<file path="src/rtl/fb_pkg.sv">
// fb_pkg: shared framebuffer geometry and scheduler state encoding.
package fb_pkg;
  localparam int FRAMEBUFFER_SIZE = 307200;
  localparam int ADDR_W = 19;
  localparam int DATA_W = 4;
  typedef enum logic [1:0] {CLEAR, DRAW, WAIT_SWAP} fb_sched_state_t;
  typedef logic [ADDR_W-1:0] fb_addr_t;
endpackage

</file>
<file path="src/rtl/rr_dual_arbiter.sv">
// rr_dual_arbiter: picks up to two valid requesters in round-robin order, refusing a second grant that targets the same pixel.
module rr_dual_arbiter #(
  parameter int NUM_REQ = 4,
  parameter int ADDR_W = 19,
  localparam int PW = (NUM_REQ > 1) ? $clog2(NUM_REQ) : 1
) (
  input  logic [NUM_REQ-1:0]        valid,
  input  logic [PW-1:0]             ptr,
  input  logic [NUM_REQ*ADDR_W-1:0] addr,
  output logic [NUM_REQ-1:0]        grant1,
  output logic [NUM_REQ-1:0]        grant2,
  output logic [PW-1:0]             idx1,
  output logic [PW-1:0]             idx2,
  output logic [PW-1:0]             next_ptr
);
  logic found1, found2;
  logic [PW-1:0] j;

  function automatic logic [PW-1:0] wrap_inc(input logic [PW-1:0] i);
    return (i == PW'(NUM_REQ - 1)) ? '0 : i + 1'b1;
  endfunction

  always_comb begin
    grant1 = '0;
    grant2 = '0;
    idx1 = '0;
    idx2 = '0;
    found1 = 1'b0;
    found2 = 1'b0;
    j = '0;
    for (int k = 0; k < NUM_REQ; k++) begin
      j = PW'((int'(ptr) + k) % NUM_REQ);
      // only the very next valid requester is a port-2 candidate
      if (valid[j] && found1 && !found2) begin
        found2 = 1'b1;
        if (addr[j*ADDR_W +: ADDR_W] != addr[idx1*ADDR_W +: ADDR_W]) begin
          grant2[j] = 1'b1;
          idx2 = j;
        end
      end
      if (valid[j] && !found1) begin
        found1 = 1'b1;
        grant1[j] = 1'b1;
        idx1 = j;
      end
    end
    next_ptr = |grant2 ? wrap_inc(idx2) : |grant1 ? wrap_inc(idx1) : ptr;
  end
endmodule

</file>
<file path="src/rtl/fb_write_scheduler.sv">
// fb_write_scheduler: clears the back buffer after each swap, then shares both framebuffer write ports among draw requesters.
module fb_write_scheduler
  import fb_pkg::*;
#(
  parameter int NUM_REQ = 4,
  parameter int ADDR_W = fb_pkg::ADDR_W,
  parameter int DATA_W = fb_pkg::DATA_W,
  parameter int FB_SIZE = fb_pkg::FRAMEBUFFER_SIZE,
  parameter logic [DATA_W-1:0] CLEAR_COLOR = '0,
  localparam int PW = (NUM_REQ > 1) ? $clog2(NUM_REQ) : 1
) (
  input  logic                      clock,
  input  logic                      reset,
  input  logic                      vsync,
  input  logic [NUM_REQ-1:0]        req_valid,
  output logic [NUM_REQ-1:0]        req_ready,
  input  logic [NUM_REQ*ADDR_W-1:0] req_addr,
  input  logic [NUM_REQ*DATA_W-1:0] req_data,
  input  logic                      frame_done,
  output logic                      frame_start,
  output logic                      clearing,
  output logic                      frame_overrun,
  output logic [ADDR_W-1:0]         addr_wr1,
  output logic [ADDR_W-1:0]         addr_wr2,
  output logic [DATA_W-1:0]         data_wr1,
  output logic [DATA_W-1:0]         data_wr2,
  output logic                      wr1_en,
  output logic                      wr2_en
);
  fb_sched_state_t state, state_d;
  logic [ADDR_W-1:0] cnt, cnt_d, a1_d, a2_d;
  logic [DATA_W-1:0] d1_d, d2_d;
  logic [PW-1:0] ptr, next_ptr, idx1, idx2;
  logic [NUM_REQ-1:0] grant1, grant2;
  logic vsync_q, vsync_fall, clear_last, wr1_d, wr2_d, draw;

  rr_dual_arbiter #(.NUM_REQ(NUM_REQ), .ADDR_W(ADDR_W)) u_arb (
    .valid(req_valid),
    .ptr(ptr),
    .addr(req_addr),
    .grant1(grant1),
    .grant2(grant2),
    .idx1(idx1),
    .idx2(idx2),
    .next_ptr(next_ptr)
  );

  assign draw = state == DRAW;
  assign vsync_fall = vsync_q & ~vsync;
  assign clear_last = cnt == ADDR_W'(FB_SIZE - 2);
  assign clearing = state == CLEAR;
  assign req_ready = draw ? grant1 | grant2 : '0;

  always_comb begin
    state_d = state;
    cnt_d = cnt;
    wr1_d = 1'b0;
    wr2_d = 1'b0;
    a1_d = cnt;
    a2_d = cnt + ADDR_W'(1);
    d1_d = CLEAR_COLOR;
    d2_d = CLEAR_COLOR;
    case (state)
      CLEAR: begin
        wr1_d = 1'b1;
        wr2_d = 1'b1;
        cnt_d = clear_last ? '0 : cnt + ADDR_W'(2);
        state_d = clear_last ? DRAW : CLEAR;
      end
      DRAW: begin
        wr1_d = |grant1;
        wr2_d = |grant2;
        a1_d = req_addr[idx1*ADDR_W +: ADDR_W];
        a2_d = req_addr[idx2*ADDR_W +: ADDR_W];
        d1_d = req_data[idx1*DATA_W +: DATA_W];
        d2_d = req_data[idx2*DATA_W +: DATA_W];
        state_d = frame_done ? WAIT_SWAP : DRAW;
      end
      WAIT_SWAP: begin
        cnt_d = '0;
        state_d = vsync_fall ? CLEAR : WAIT_SWAP;
      end
      default: state_d = CLEAR;
    endcase
  end

  always_ff @(posedge clock or negedge reset) begin
    if (!reset) begin
      state <= CLEAR;
      cnt <= '0;
      ptr <= '0;
      vsync_q <= 1'b1;
      frame_start <= 1'b0;
      frame_overrun <= 1'b0;
      wr1_en <= 1'b0;
      wr2_en <= 1'b0;
      addr_wr1 <= '0;
      addr_wr2 <= '0;
      data_wr1 <= '0;
      data_wr2 <= '0;
    end else begin
      state <= state_d;
      cnt <= cnt_d;
      vsync_q <= vsync;
      frame_start <= clearing && clear_last;
      frame_overrun <= vsync_fall && state != WAIT_SWAP;
      wr1_en <= wr1_d;
      wr2_en <= wr2_d;
      if (wr1_d) begin
        addr_wr1 <= a1_d;
        data_wr1 <= d1_d;
      end
      if (wr2_d) begin
        addr_wr2 <= a2_d;
        data_wr2 <= d2_d;
      end
      if (draw) ptr <= next_ptr;
    end
  end
endmodule

</file>
<file path="config.mk">
export PLATFORM = sky130hd
export DESIGN_NAME = fb_write_scheduler
export DESIGN_NICKNAME = d
export VERILOG_FILES = /design/src/rtl/fb_pkg.sv /design/src/rtl/rr_dual_arbiter.sv /design/src/rtl/fb_write_scheduler.sv
export SDC_FILE = /design/constraint.sdc
export NUM_CORES = 1
export LEC_CHECK = 0
export BUFFER_PORTS_ARGS = -buffer_cell sky130_fd_sc_hd__buf_2
export CAP_MARGIN = 20
export CORE_UTILIZATION = 25
export CTS_CLUSTER_DIAMETER = 60
export DETAILED_ROUTE_END_ITERATION = 16
export PLACE_DENSITY_LB_ADDON = 0.25
export SYNTH_ARGS = -nofsm -noshare
export SYNTH_HDL_FRONTEND = slang
export SYNTH_SLANG_ARGS = --single-unit
export TNS_END_PERCENT = 100
</file>
<file path="constraint.sdc">
create_clock -name clock -period 7.7 [get_ports clock]
set_input_delay 1.155 -clock clock [delete_from_list [all_inputs] [get_ports clock]]
set_output_delay 1.155 -clock clock [all_outputs]
set_load 0.03 [all_outputs]
</file>
# ---- Word-level counts from Yosys, hierarchy flattened
# Index checks and enable logic that the tools add are counted.
dict set report op_classes {
  n_mux 58
  n_eq_ne 9
  n_shift 10
  magnitude_cmp 8
  multipliers 8
  add_sub_neg 7
  n_reduce_logical 25
  n_bitwise 8
}
# op count
set op_table {}
lappend op_table {{$shiftx A76 B8 Y19} 8}
lappend op_table {{$mux W19} 3}
lappend op_table {{$ne A19 B19 Y1} 3}
lappend op_table {{$mul A2 B5 Y7 const B} 8}
lappend op_table {{$mux W4} 13}
lappend op_table {{$pmux W19 S2} 1}
lappend op_table {{$mux W2} 16}
lappend op_table {{$shiftx A16 B5 Y4} 2}
lappend op_table {{$or A4 B4 Y4} 6}
lappend op_table {{$add A19 B1 Y19 const B} 1}
lappend op_table {{$add A19 B2 Y19 const B} 1}
lappend op_table {{$eq A19 B19 Y1 const B} 1}
lappend op_table {{$logic_and A1 B1 Y1} 14}
lappend op_table {{$mux W1} 14}
lappend op_table {{$lt A2 B3 Y1 const B} 4}
lappend op_table {{$bmux W1 S2} 4}
lappend op_table {{$demux W1 S2} 4}
lappend op_table {{$ge A2 B1 Y1 const B} 4}
lappend op_table {{$reduce_or A4 Y1} 2}
lappend op_table {{$add A2 B1 Y2 const B} 3}
lappend op_table {{$eq A2 B2 Y1 const B} 3}
lappend op_table {{$pmux W2 S3} 1}
lappend op_table {{$logic_not A1 Y1} 5}
lappend op_table {{$add A2 B2 Y2 const B} 2}
lappend op_table {{other kinds (8)} 10}
dict set report totals {
  word_cells 145
  reg_bits 74
}

# ---- Logic depth before layout (Yosys ltp)
dict set report logic_depth {
  ltp_word 17
  depth_mapped 24
  mapped_depth_nobuf 14
}

# ---- Cells and area by module
# Synthesis repeated with hierarchy kept, for this count alone.
dict set report hier_totals {
  cells_unflattened 1092
  area_unflattened_um2 10105.9
}
# module instances cells_per_inst area_per_inst_um2
set by_module_without_submodules {}
lappend by_module_without_submodules {rr_dual_arbiter 1 646 5330.1}
lappend by_module_without_submodules {fb_write_scheduler 1 446 4775.8}

# ---- Least setup slack after synthesis
# Ideal clock, no wire load.
dict set report synth_timing {
  path_type {reg-to-output}
  from {register ptr[0]}
  to {output req_ready[3]}
  t_required_ps 6545
  stages_incl_launch_ff 19
  path_slack_ps 2317
  t_arrival_ps 4228
  cell_sequence {dfrtp_1 -> buf_4 -> inv_2 -> buf_2 -> buf_1 -> ha_1 -> buf_6 -> mux2_4 -> a21o_1 -> buf_6 -> o21ai_4 -> buf_4 -> mux2_2 -> o32ai_1 -> a221o_1 -> nor4_4 -> a31oi_2 -> nand2_1 -> a21oi_1}
}
dict set report synth_between {
  elab_chain_len 16
}
# element line
set synth_rtl {}
lappend synth_rtl {{from (decl)} fb_write_scheduler.sv:33} ;# logic [PW-1:0] ptr, next_ptr, idx1, idx2;
lappend synth_rtl {{from (signal assigned)} fb_write_scheduler.sv:117} ;# if (draw) ptr <= next_ptr;
lappend synth_rtl {{$bmux W1 S2} --}
lappend synth_rtl {{$mux W1 (implied by the code)} rr_dual_arbiter.sv:41} ;# if (valid[j] && !found1) begin
lappend synth_rtl {{$mux W2 or $mux W1 (tied branches)} rr_dual_arbiter.sv:41}
lappend synth_rtl {{$mul A2 B5 Y7 or $logic_not A1 Y1 (tied branches)} {rr_dual_arbiter.sv:36, rr_dual_arbiter.sv:41}}
lappend synth_rtl {{$shiftx A76 B8 Y19 or $logic_and A1 B1 Y1 (tied branches)} {rr_dual_arbiter.sv:36, rr_dual_arbiter.sv:41}}
lappend synth_rtl {{$ne A19 B19 Y1, or another cell as far along} rr_dual_arbiter.sv:36} ;# if (addr[j*ADDR_W +: ADDR_W] != addr[idx1*ADDR_W +: ADDR_W]) begin
lappend synth_rtl {{$mux W4, or another cell as far along} rr_dual_arbiter.sv:36}
lappend synth_rtl {{$mux W4, or another cell as far along} rr_dual_arbiter.sv:34} ;# if (valid[j] && found1 && !found2) begin
lappend synth_rtl {{$or A4 B4 Y4 (no source line), or another cell as far along} --}
lappend synth_rtl {{$mux W4 or $mul A2 B5 Y7 (tied branches)} rr_dual_arbiter.sv:36}
lappend synth_rtl {{$mux W4 or $shiftx A76 B8 Y19 (tied branches)} {rr_dual_arbiter.sv:34, rr_dual_arbiter.sv:36}}
lappend synth_rtl {{$or A4 B4 Y4 (no source line) or $ne A19 B19 Y1 (tied branches)} --}
lappend synth_rtl {{$mux W4} rr_dual_arbiter.sv:36}
lappend synth_rtl {{$mux W4} rr_dual_arbiter.sv:34}
lappend synth_rtl {{$or A4 B4 Y4 (*)} fb_write_scheduler.sv:52} ;# assign req_ready = draw ? grant1 | grant2 : '0;
lappend synth_rtl {{$mux W4 (*)} fb_write_scheduler.sv:52}
lappend synth_rtl {{to (decl)} fb_write_scheduler.sv:16} ;# output logic [NUM_REQ-1:0] req_ready,
# Every way passes the cells marked *; elsewhere a longest branch is shown, timed or not. The select of a mux whose other input is x is not followed.

# ---- Final worst setup path
dict set report layout_timing {
  from {register ptr[0]}
  to {output req_ready[0]}
}
# The elaborated chain is that of the path after synthesis.

==> flow_summary.yaml <==
min_path:
  hp-start: "addr_wr1[11]$_DFFE_PN0P_"
  min_to: "addr_wr1[11]$_DFFE_PN0P_"
  hold-path-cell-count: 2
  hold_path_class: "flip-flop to flip-flop"
global_routing:
  antenna_found_initial: 2
  grt_max_degree: 54
  grt_pass1_wl_um: 71320
  grt_remaining_overflow: 0
  grt_pass1_vias: 10334
  grtUsageTotal_pct: 21.80
worst_setup_path:
  crit_fanout: 49
  crit_required_ns: 6.55
  arrival_ns: 5.63
  rr_startpoint: "ptr[0]$_DFFE_PN0P_"
  ff2ff_path_depth: 14
  r2r_slack_ns: 1.18
  cp-start-kind: "flip-flop"
  r2r_end: "addr_wr2[4]$_DFFE_PN0P_"
  critical_path_class: "flip-flop to output port"
  endpoint_kind: "output port"
timing:
  period_share_pct: 88.12
  setup_viol_count_final: 0
  timing.final.ws_setup_ns: 0.9151
  rsz0062_at_grt: "false"
  finalClockSkew_ns: 0.007384
  fmax_mhz: 147.4
  tns_ns: 0
  worst_slew_pin_slew_ns: 1.084
  maxSlewViolCount: 0
  hold_viol_final: 0
  slew_headroom_pct: 26.29
  layout_min_cycle_time_ns: 6.785
synthesis:
  synthesis.area_um2: 10610
  synth_nets: 1357
  syn_area_per_cell_um2: 8.490
  synth-main-ff-cell: "dfrtp_1"
  ys_warn_count: 0
  synth_edf_count: 0
  netlist_instances: 1250
  ys_types: 98
  synth_seq_cells: 73
  synth-seq-area-share_pct: 17.22
  ys_async_sr_fraction_pct: 100.0
floorplan:
  design.core.area_um2: 41950
  ioPinCount: 155
  core.rowCount: 75
  initial_core_util_pct: 25.30
  fp.dieH_um: 208.0
  fp.dieW_um: 208.0
  die_area_um2: 43280
routing:
  viasPerCell: 6.044
  wl_um: 48500
  drc: 0
  dr.pass1.iters: 6
  wl_per_cell_um: 26.20
  vias: 11187
  drt_iter0_markers: 1193
  ant_nets: 0
clock_tree:
  root_buffer: "clkbuf_16"
  cts_tree: "built"
  htreeDepth: 3
  cts_max_path_buffers: 2
  cts-resized-gates: 0
  cts.clk_slew.worst_paths_ns: 0.06
  holdBufCountCts: 0
  numCtsBuffers: 9
  clk_latency_ns: 0.34
  clock_sinks: 73
  post_cts_buffers: 0
finish:
  area_growth_pct: 11.64
  design_area_um2: 11850
  drive_gt1_share_pct: 24.10
  finalNonFillerCells: 1851
  nNetsFinal: 1413
place:
  globalplace.congestion: 0.9876
  dpl_worst_slack_ns: 1.234
  numPortBuffers: 154
  place_inst: 1834
  place_area_um2: 11570
  hpwl_um: 36440
power:
  power.total_w: 0.005359
  power_leakage_nw: 4.888
  ir_worst_vdd_v: 0.0002879
  power_density_nw_per_um2: 452.3
outcome:
  outcome: "finished clean"
run:
  cap_viol_max_count: 0
## kinds of logic after synthesis
| logic type | count (synthesis) | share of synthesized area, % |
|---|---|---|
| adders and majority gates | 7 | 0.8252 |
| buffers and inverters | 163 | 8.158 |
| xor gates and xnor gates | 47 | 3.879 |
| muxes | 182 | 24.79 |
| and+or+nand+nor | 358 | 17.25 |
| AOI/OAI and AO/OA | 420 | 27.87 |
| DFF | 73 | 17.22 |
## synth_stat cells (7+ instances only)
cell type	count	area [µm²]
a31oi_1	8	50.05
dfrtp_1	72	1802
nor3_1	16	80.08
mux2i_1	102	1021
a32oi_1	8	70.07
ha_1	7	87.58
nand2b_1	18	112.6
a21oi_2	10	87.58
mux4_2	61	1374
mux2_2	12	135.1
nor4_1	9	56.30
buf_2	37	185.2
buf_6	12	135.1
a22oi_1	7	52.55
a22o_1	28	245.2
a21oi_1	93	465.5
o21ai_0	85	425.4
xnor2_1	25	219.0
a311oi_1	19	166.4
o22ai_1	12	75.07
a221oi_1	21	183.9
nand3_1	20	100.1
xor2_1	22	192.7
a211oi_1	34	255.2
o211ai_1	8	60.06
clkbuf_1	65	244.0
inv_1	26	97.59
nor2_1	72	270.3
buf_4	15	112.6
nand2_1	125	469.2
and3_1	22	137.6
nor2b_1	9	56.30
o21a_1	9	67.56
and2_1	18	112.6
## through the flow
step	hold WS (ns)	util (%)
floorplan	0.4953	-
global placement	0.4576	27.51
detailed placement	0.4663	27.58
CTS	0.4800	28.24
global route	0.4898	28.24
finish	0.4695	28.24
## flip-flops by register name, summed over array words and instances, names as in the netlist
signal	cells
addr_wr2	19
vsync_q	1
state	2
wr1_en	1
frame_overrun	1
wr2_en	1
cnt	18
frame_start	1
data_wr2	4
ptr	2
addr_wr1	19
data_wr1	4
## routing by layer
layer  track usage (%)  up-vias  part of all wire (%)
li1                  -     4906                     -
met3             3.064       83                   9.2
met2             32.12      657                    43
met4             7.254        0                   3.0
met1             32.27     5541                    45
met5                 0        -                     0
## worst max-delay path by stage
stage                            start                        to  slack [ns]
floorplan           ptr[0]$_DFFE_PN0P_              req_ready[3]        2.32
global placement    ptr[0]$_DFFE_PN0P_   addr_wr2[0]$_DFFE_PN0P_        1.22
detailed placement  ptr[0]$_DFFE_PN0P_  addr_wr2[12]$_DFFE_PN0P_        1.23
CTS                 ptr[0]$_DFFE_PN0P_              req_ready[0]        0.93
global route        ptr[0]$_DFFE_PN0P_              req_ready[0]        0.70
finish              ptr[0]$_DFFE_PN0P_              req_ready[0]        0.92
## layout make-up
cell class	count	area (µm²)
diodes	1	2.502
clock buffers	13	260.3
clock inverters	3	17.52
fillers	4472	30100
inverters	27	101.3
multi-input cells	1014	7950
flip-flops and latches	73	1833
well taps	539	674.4
repair buffers	181	1008
## report_power, final
part | total [W] | internal [W] | switching (W)
logic | 0.00443 | 0.00176 | 0.00267
clock network | 0.000395 | 0.000235 | 0.000161
registers | 0.000536 | 0.000443 | 0.0000935
total | 0.00536 | 0.00243 | 0.00293
## critical path: stages (launching register included)
cell	delay, ns
dfrtp_4	0.80
inv_2	0.08
ha_2	0.49
a22o_1	0.27
o221ai_1	0.82
o21a_1	0.92
a221oi_1	0.15
o21a_1	0.24
or4b_1	0.51
nor4_2	0.29
a31oi_2	0.27
nand2_1	0.15
a21oi_1	0.08
buf_2	0.19
## cell usage in the layout (no fill, tap or decap), drive strengths merged, types with 12 or more instances in the layout
cell type / n
nor4: 12
nor2: 73
inv: 27
clkbuf: 13
a221oi: 23
a211oi: 34
buf: 181
and2: 22
a311oi: 19
mux2i: 105
nand2: 127
nand2b: 18
xnor2: 25
mux2: 16
dfrtp: 72
a21oi: 103
o21ai: 89
xor2: 22
and3: 22
a22o: 28
nand3: 21
nor3: 18
mux4: 61
o22ai: 12
No activity file was read; power rests on OpenSTA's default activity.
